[src/rtl/gnn_layer_seq.sv]
// Time-multiplexed GNN layer: adjacency-masked aggregation, serial F_IN->F_OUT MAC, optional ReLU.
// Build option: define GNN_RELU_EN to clamp negative outputs to zero.
module gnn_layer_seq #(
    parameter int N     = 4,
    parameter int F_IN  = 4,
    parameter int F_OUT = 2,
    parameter int IN_W  = 5,
    parameter int W_W   = 5,
    parameter int AGG_W = IN_W + $clog2(N),
    parameter int OUT_W = AGG_W + W_W + $clog2(F_IN)
) (
    input  logic                         clk,
    input  logic                         rst_n,
    input  logic                         in_valid,
    output logic                         in_ready,
    input  logic [N*F_IN*IN_W-1:0]       x_flat,
    input  logic [F_IN*F_OUT*W_W-1:0]    w_flat,
    input  logic [N*N-1:0]               adj,
    output logic                         out_valid,
    input  logic                         out_ready,
    output logic [N*F_OUT*OUT_W-1:0]     y_flat
);

    localparam int NW = (N > 1) ? $clog2(N) : 1;
    localparam int FW = (F_IN > 1) ? $clog2(F_IN) : 1;
    localparam int OW = (F_OUT > 1) ? $clog2(F_OUT) : 1;
    localparam logic [NW-1:0] N_LAST = NW'(N - 1);
    localparam logic [FW-1:0] I_LAST = FW'(F_IN - 1);
    localparam logic [OW-1:0] O_LAST = OW'(F_OUT - 1);

    localparam logic [1:0] S_IDLE = 2'd0;
    localparam logic [1:0] S_AGGR = 2'd1;
    localparam logic [1:0] S_MAC  = 2'd2;
    localparam logic [1:0] S_OUT  = 2'd3;

    logic [1:0]               state;
    logic [NW-1:0]            n_cnt;
    logic [OW-1:0]            o_cnt;
    logic [FW-1:0]            i_cnt;
    logic signed [OUT_W-1:0]  acc;
    logic signed [OUT_W-1:0]  y_r   [N][F_OUT];

    logic signed [IN_W-1:0]   x_r   [N][F_IN];
    logic signed [W_W-1:0]    w_r   [F_IN][F_OUT];
    logic [N*N-1:0]           adj_r;
    logic signed [AGG_W-1:0]  a_r   [N][F_IN];
    logic signed [AGG_W-1:0]  agg   [N][F_IN];

    logic signed [OUT_W-1:0]  prod;
    logic signed [OUT_W-1:0]  mac_sum;
    logic                     accept;

    function automatic logic signed [OUT_W-1:0] relu(input logic signed [OUT_W-1:0] v);
`ifdef GNN_RELU_EN
        return v[OUT_W-1] ? '0 : v;
`else
        return v;
`endif
    endfunction

    assign in_ready = (state == S_IDLE);
    assign accept   = in_valid && in_ready;

    always_comb begin
        for (int n = 0; n < N; n++) begin
            for (int f = 0; f < F_IN; f++) begin
                agg[n][f] = '0;
                for (int m = 0; m < N; m++) begin
                    if (adj_r[n*N+m])
                        agg[n][f] = agg[n][f] + AGG_W'(x_r[m][f]);
                end
            end
        end
    end

    // Sign-extend both operands to accumulator width; the true product always fits.
    assign prod    = OUT_W'(a_r[n_cnt][i_cnt]) * OUT_W'(w_r[i_cnt][o_cnt]);
    assign mac_sum = ((i_cnt == '0) ? '0 : acc) + prod;

    // Operand and aggregate registers carry data only, so they need no reset.
    always_ff @(posedge clk) begin
        if (accept) begin
            adj_r <= adj;
            for (int n = 0; n < N; n++)
                for (int f = 0; f < F_IN; f++)
                    x_r[n][f] <= x_flat[(n*F_IN+f)*IN_W +: IN_W];
            for (int i = 0; i < F_IN; i++)
                for (int o = 0; o < F_OUT; o++)
                    w_r[i][o] <= w_flat[(i*F_OUT+o)*W_W +: W_W];
        end
        if (state == S_AGGR) begin
            for (int n = 0; n < N; n++)
                for (int f = 0; f < F_IN; f++)
                    a_r[n][f] <= agg[n][f];
        end
    end

    always_ff @(posedge clk or negedge rst_n) begin
        if (!rst_n) begin
            state     <= S_IDLE;
            out_valid <= 1'b0;
            n_cnt     <= '0;
            o_cnt     <= '0;
            i_cnt     <= '0;
            acc       <= '0;
            for (int n = 0; n < N; n++)
                for (int o = 0; o < F_OUT; o++)
                    y_r[n][o] <= '0;
        end else begin
            case (state)
                S_IDLE: begin
                    if (in_valid) begin
                        state <= S_AGGR;
                        n_cnt <= '0;
                        o_cnt <= '0;
                        i_cnt <= '0;
                        for (int n = 0; n < N; n++)
                            for (int o = 0; o < F_OUT; o++)
                                y_r[n][o] <= '0;
                    end
                end
                S_AGGR: state <= S_MAC;
                S_MAC: begin
                    acc <= mac_sum;
                    if (i_cnt == I_LAST) begin
                        y_r[n_cnt][o_cnt] <= relu(mac_sum);
                        i_cnt <= '0;
                        if (o_cnt == O_LAST) begin
                            o_cnt <= '0;
                            if (n_cnt == N_LAST) begin
                                n_cnt     <= '0;
                                state     <= S_OUT;
                                out_valid <= 1'b1;
                            end else begin
                                n_cnt <= n_cnt + NW'(1);
                            end
                        end else begin
                            o_cnt <= o_cnt + OW'(1);
                        end
                    end else begin
                        i_cnt <= i_cnt + FW'(1);
                    end
                end
                S_OUT: begin
                    if (out_ready) begin
                        out_valid <= 1'b0;
                        state     <= S_IDLE;
                    end
                end
                default: state <= S_IDLE;
            endcase
        end
    end

    for (genvar gn = 0; gn < N; gn++) begin : g_y_n
        for (genvar go = 0; go < F_OUT; go++) begin : g_y_o
            assign y_flat[(gn*F_OUT+go)*OUT_W +: OUT_W] = y_r[gn][go];
        end
    end

endmodule

[config.mk]
export PLATFORM = sky130hd
export DESIGN_NAME = gnn_layer_seq
export DESIGN_NICKNAME = d
export VERILOG_FILES = /design/src/rtl/gnn_layer_seq.sv
export SDC_FILE = /design/constraint.sdc
export NUM_CORES = 1
export LEC_CHECK = 0
export CAP_MARGIN = 30
export CORE_AREA = 8 8 232 234
export CTS_CLUSTER_SIZE = 20
export DETAILED_ROUTE_END_ITERATION = 12
export DIE_AREA = 0 0 240 242
export PLACE_DENSITY = 0.86
export SLEW_MARGIN = 20
export SYNTH_ARGS = -nofsm -noshare
export SYNTH_HDL_FRONTEND = slang
export SYNTH_SLANG_ARGS = --single-unit
[constraint.sdc]
create_clock -name clk -period 19.7 [get_ports clk]
set_clock_uncertainty 0.15 [all_clocks]
set_input_delay 3.94 -clock clk [delete_from_list [all_inputs] [get_ports clk]]
set_output_delay 3.94 -clock clk [all_outputs]
set_load 0.05 [all_outputs]
Word-level counts from Yosys, hierarchy flattened. Memory sizes are Yosys's and may differ from the RTL's. Index checks and enable logic that the tools add are counted. W data, S select, Z words.

Flip-flop bits (word level): 150. Latch bits: 0. Memory bits (writable): 232. ROM bits: 0. Input bits: 140. Output and inout port bits: 114. Word-level logic and storage cells: 206. Memories kept: 3.

Memories: a_r (words 4, bits a word 28, rd ports 1, clocked after memory_dff 0, wr ports 4, line 46) `logic signed [AGG_W-1:0] a_r [N][F_IN];`; x_r (words 4, bits a word 20, rd ports 4, clocked after memory_dff 0, wr ports 4, line 43) `logic signed [IN_W-1:0] x_r [N][F_IN];`; w_r (words 4, bits a word 10, rd ports 1, clocked after memory_dff 0, wr ports 4, line 44) `logic signed [W_W-1:0] w_r [F_IN][F_OUT];`.

Add/subtract/negate cells: 52. $mul: 1. Div/mod/pow operators: 0. Order comparisons: 5. Equality and inequality tests: 10. Shift-type cells: 0. Muxes and demuxes: 105. Bitwise logic cells: 3. Reductions and logical operators: 12.

Operators by type and width (count): $mux W7 (66); $add A7 B5 Y7 (48); $mux W112 (2); $pmux W112 S2 (1); $bwmux W112 (1); $demux W28 S2 (1); $mux W14 (2); $mux W28 (1); $mux W2 (10); $mux W5 (3); $add A14 B14 Y14 (1); $bmux W7 S2 (1); $demux W14 S1 (1); $mul A7 B5 Y12 (1); $mux W1 (11); $ne A2 B2 Y1 const B (5); $reduce_and A5 Y1 (2); $eq A2 B2 Y1 const B (4); $pmux W2 S2 (2); $pmux W2 S4 (1); $ge A3 B3 Y1 const B (2); $not A2 Y3 (2); $add A2 B1 Y2 const B (2); $logic_not A2 Y1 (2); other kinds (12) (16).

Depth between registers and ports, before layout.
Word-level depth: 10. Depth in mapped cells: 24. Gate-level depth less buffers: 23.

Least setup slack after synthesis. No wires, ideal clock.

Kind: in2reg. Start: input port in_valid. End: register y_r, in the netlist y_flat[26]. Setup time: 140 ps. Arrival: 8150 ps. Required time: 19410 ps. Setup slack: 11260 ps. Cell stages on the path: 6. Path buffers: 1. Cells stage by stage: nand2_1 > inv_1 > nand2_1 > clkbuf_1 > a31oi_1 > o311ai_2.

Longest elaborated chain between the ends: 2.

RTL lines: start: declaration (line 14) `input logic in_valid,`; $ne A2 B2 Y1 (no source line); $reduce_and A3 Y1 (no source line); end signal: indexed assignment (line 126) `y_r[n_cnt][o_cnt] <= relu(mac_sum);`; end: declaration (line 41) `logic signed [OUT_W-1:0] y_r [N][F_OUT];`.

Every way passes these cells. A chain may end at the register's enable or synchronous reset.

Worst setup path in the final report.
Start: register n_cnt[0]. End: register acc[10].

Longest elaborated chain between the ends: 6.

RTL lines: start: declaration (line 37) `logic [NW-1:0] n_cnt;`; start signal: assignment (line 135) `n_cnt <= n_cnt + NW'(1);`; $mem_v2 Z4 W28; $bmux W7 S2 (line 77) `assign prod = OUT_W'(a_r[n_cnt][i_cnt]) * OUT_W'(w_r[i_cnt][o_cnt]);`; $mux W7 (not written as such) (2 in a row) (line 77); $mul A7 B5 Y12 (line 77); $add A14 B14 Y14 (line 78) `assign mac_sum = ((i_cnt == '0) ? '0 : acc) + prod;`; end signal: assignment (line 124) `acc <= mac_sum;`; end: declaration (line 40) `logic signed [OUT_W-1:0] acc;`.

Every way passes these cells. The select of a mux whose other input is x is not followed.

==> impl_metrics.csv <==
group,metric,value,unit
run_status,status,"completed",
finish,final_common_cell,"ha_1",
synth,syn_avg_cell_area,10.6,um2
cts,root_buffer,"clkbuf_16",
sta,finalHoldViolCount,0,
setup_path,crit_required,20.08,ns
die,start_util,58.8,%
synth,synth-seq-area-share,36.4,%
route,final_antenna_net_count,0,
setup_path,r2r_end,"acc[10]",
setup_path,timing.reg2reg.setup_slack,12.48,ns
cts,htreeDepth,2,
synth,syn_inst,2805,
placement,dpl.hpwl,60600,um
route,drt-pass1-iter-count,8,
die,die_width,240,um
synth,syn_nets,3331,
global_routing,grt_pass1_wl,123000,um
synth,syn_area,0.0297,mm2
global_routing,top_usage_layer,"met2",
hold_path,hold_path_class,"reg -> reg",
global_routing,grt_usage,26.5,%
cts,post_cts_buffers,0,
setup_path,crit_type,"reg -> reg",
sta,slew_violations,0,
cts,cts_resized,0,
sta,fmax,138,MHz
hold_path,worstHoldEndpoint,"y_flat[99]",
setup_path,endpoint_kind,"flip-flop",
global_routing,grt_use_met2,44.7,%
die,placementRows,83,
job,drv_cap,0,
synth,synth.top_cell.area_share,25.1,%
sta,setup_viol,0,
setup_path,critical_path.startpoint_type,"flip-flop",
synth,synth-seq-cells,382,
route,avgRoutedWirePerCell,21.2,um
hold_path,hold_depth,2,
die,die_area,0.0581,mm2
global_routing,antenna_found_initial,2,
global_routing,met1_usage,33.3,%
die,die_h,242,um
global_routing,grt_max_degree,92,
synth,synth.area.top_cells,"edfxtp_1 (25%), ha_1 (13%), dfrtp_1 (11%)",
route,viasPerCell,6.12,
synth,synth_cell_types,66,
placement,place_area,0.0327,mm2
cts,postCtsHoldBufs,0,
sta,slew_headroom,34.2,%
finish,drive_above_1_share,10.4,%
setup_path,cp.arrival,7.60,ns
cts,cts.clk_slew.worst_paths,0.06,ns
setup_path,path_max_fanout,24,
cts,cts-root-to-sink-buffers,3,
cts,cts_tree,"yes",
route,drt-total-wl,79200,um
cts,cts_buffers,41,
hold_path,hp-start,"y_flat[99]",
placement,io_buffers,253,
die,ios,254,
global_routing,grt_pass1_vias,22900,
sta,post-route-period-util,36.7,%
synth,async_reset_ff_share,35.1,%
finish,nFillCells,3678,
synth,synth_top_flop_cell,"edfxtp_1",
finish,area_delta_synth_final,15.6,%
route,drtIter0Drc,1804,
global_routing,grt_overflow,0,
sta,finalSetupTns,0,ns
sta,rsz0062_at_grt,"no",
setup_path,reg2reg_depth,20,
synth,synth_top_area_cell,"edfxtp_1",
global_routing,grtUsageMet3,4.41,%
setup_path,r2r-start,"n_cnt[0]",
sta,tightest_slew,0.982,ns
route,routed-via-count,22800,
sta,fin_crit,7.22,ns
die,core_area,0.0505,mm2
route,drc,0,
placement,gp_congestion,0.902,
finish,nets,3538,
finish,stdcell_area,0.0343,mm2
cts,clock_latency,0.60,ns
synth,synth_edf_count,248,
finish,final_cell_mix,"ha_1 (313), clkdlybuf4s50_1 (252), edfxtp_1 (248), inv_1 (240), xnor2_1 (194)",
cts,clock_sinks,382,
synth,yosysWarnings,0,
[cell type report]
cell class | count | area, um2 | share of cell area [%]
flip-flops and latches | 382 | 10800 | 31.5
clock buffers | 47 | 1070 | 3.12
inverters | 245 | 925 | 2.69
clock inverters | 27 | 378 | 1.10
well taps | 680 | 851 | 2.48
diodes | 3 | 7.51 | 0.0219
repair buffers | 277 | 2780 | 8.10
multi-input cells | 2065 | 17500 | 51.0
[routing by layer]
metal | vias to the layer above | routed length (um)
met4 | 0 | 3390
met3 | 202 | 5710
met2 | 955 | 38600
met5 | - | 0
met1 | 11100 | 31500
li1 | 10600 | -
[kinds of logic after synthesis]
logic type      synth area share (%)
xor+xnor                        6.93
flops                           36.4
compound gates                  14.8
fa+ha+maj                       18.1
simple gates                    8.62
mux                             10.4
buf+inv                         4.68
[through the flow]
stage          instances  hold WS, ns  setup slack [ns]  util [%]
2_1_floorplan       2805        0.321             11.26         -
3_3_place_gp        3643        0.310             12.38      64.9
3_5_place_dp        3643        0.329             12.21      64.9
4_1_cts             3717        0.348             12.17      67.7
5_1_grt             3725        0.369             12.08      68.0
6_report            3726        0.345             12.48      68.0
[worst max-delay path by stage]
| stage | from | to | slack, ns |
|---|---|---|---|
| after floorplan | in_valid | y_flat[26] | 11.26 |
| after global placement | n_cnt[0] | acc[13] | 12.38 |
| after detailed placement | n_cnt[0] | acc[10] | 12.21 |
| after CTS | n_cnt[0] | acc[10] | 12.17 |
| after global routing | n_cnt[0] | acc[10] | 12.08 |
| final | n_cnt[0] | acc[10] | 12.48 |
[cells in the mapped netlist, types with 28 or more instances]
master / n
a21oi_1: 181
a21o_1: 90
mux2i_1: 40
mux2_2: 147
o211ai_1: 28
fa_1: 72
mux4_2: 45
clkbuf_1: 72
nor2_1: 111
inv_1: 241
nand3_1: 81
nor2b_1: 59
dfrtp_1: 134
edfxtp_1: 248
o22ai_1: 32
nand2_1: 127
and2_1: 64
ha_1: 314
xnor2_1: 194
xor2_1: 32
o21ai_0: 191
o21bai_1: 35
[registers in the layout, indices dropped and copies added (netlist names)]
| name | count |
|---|---|
| a_r | 112 |
| y_flat | 112 |
| x_r | 80 |
| w_r | 40 |
| adj_r | 16 |
| acc | 14 |
| i_cnt | 2 |
| n_cnt | 2 |
| state | 2 |
| o_cnt | 1 |
| out_valid | 1 |
[worst max-delay path: stages, from the launching register on]
cell and delay, ns:
dfrtp_2 0.56, buf_12 0.26, mux4_2 0.54, mux4_2 0.55
or2_2 0.31, fa_1 0.50, fa_1 0.43, fa_1 0.49
inv_1 0.06, ha_1 0.27, a21o_1 0.17, a21oi_1 0.22
o21bai_1 0.09, a21oi_1 0.22, o21ai_0 0.14, xor2_1 0.16
ha_1 0.34, nor2b_1 0.15, a31oi_1 0.72, o31a_1 0.57
mux2_2 0.25
Power is left out: the tool's default activity adds up to more than one toggle a clock period on the data nets, which glitch-free logic cannot reach.
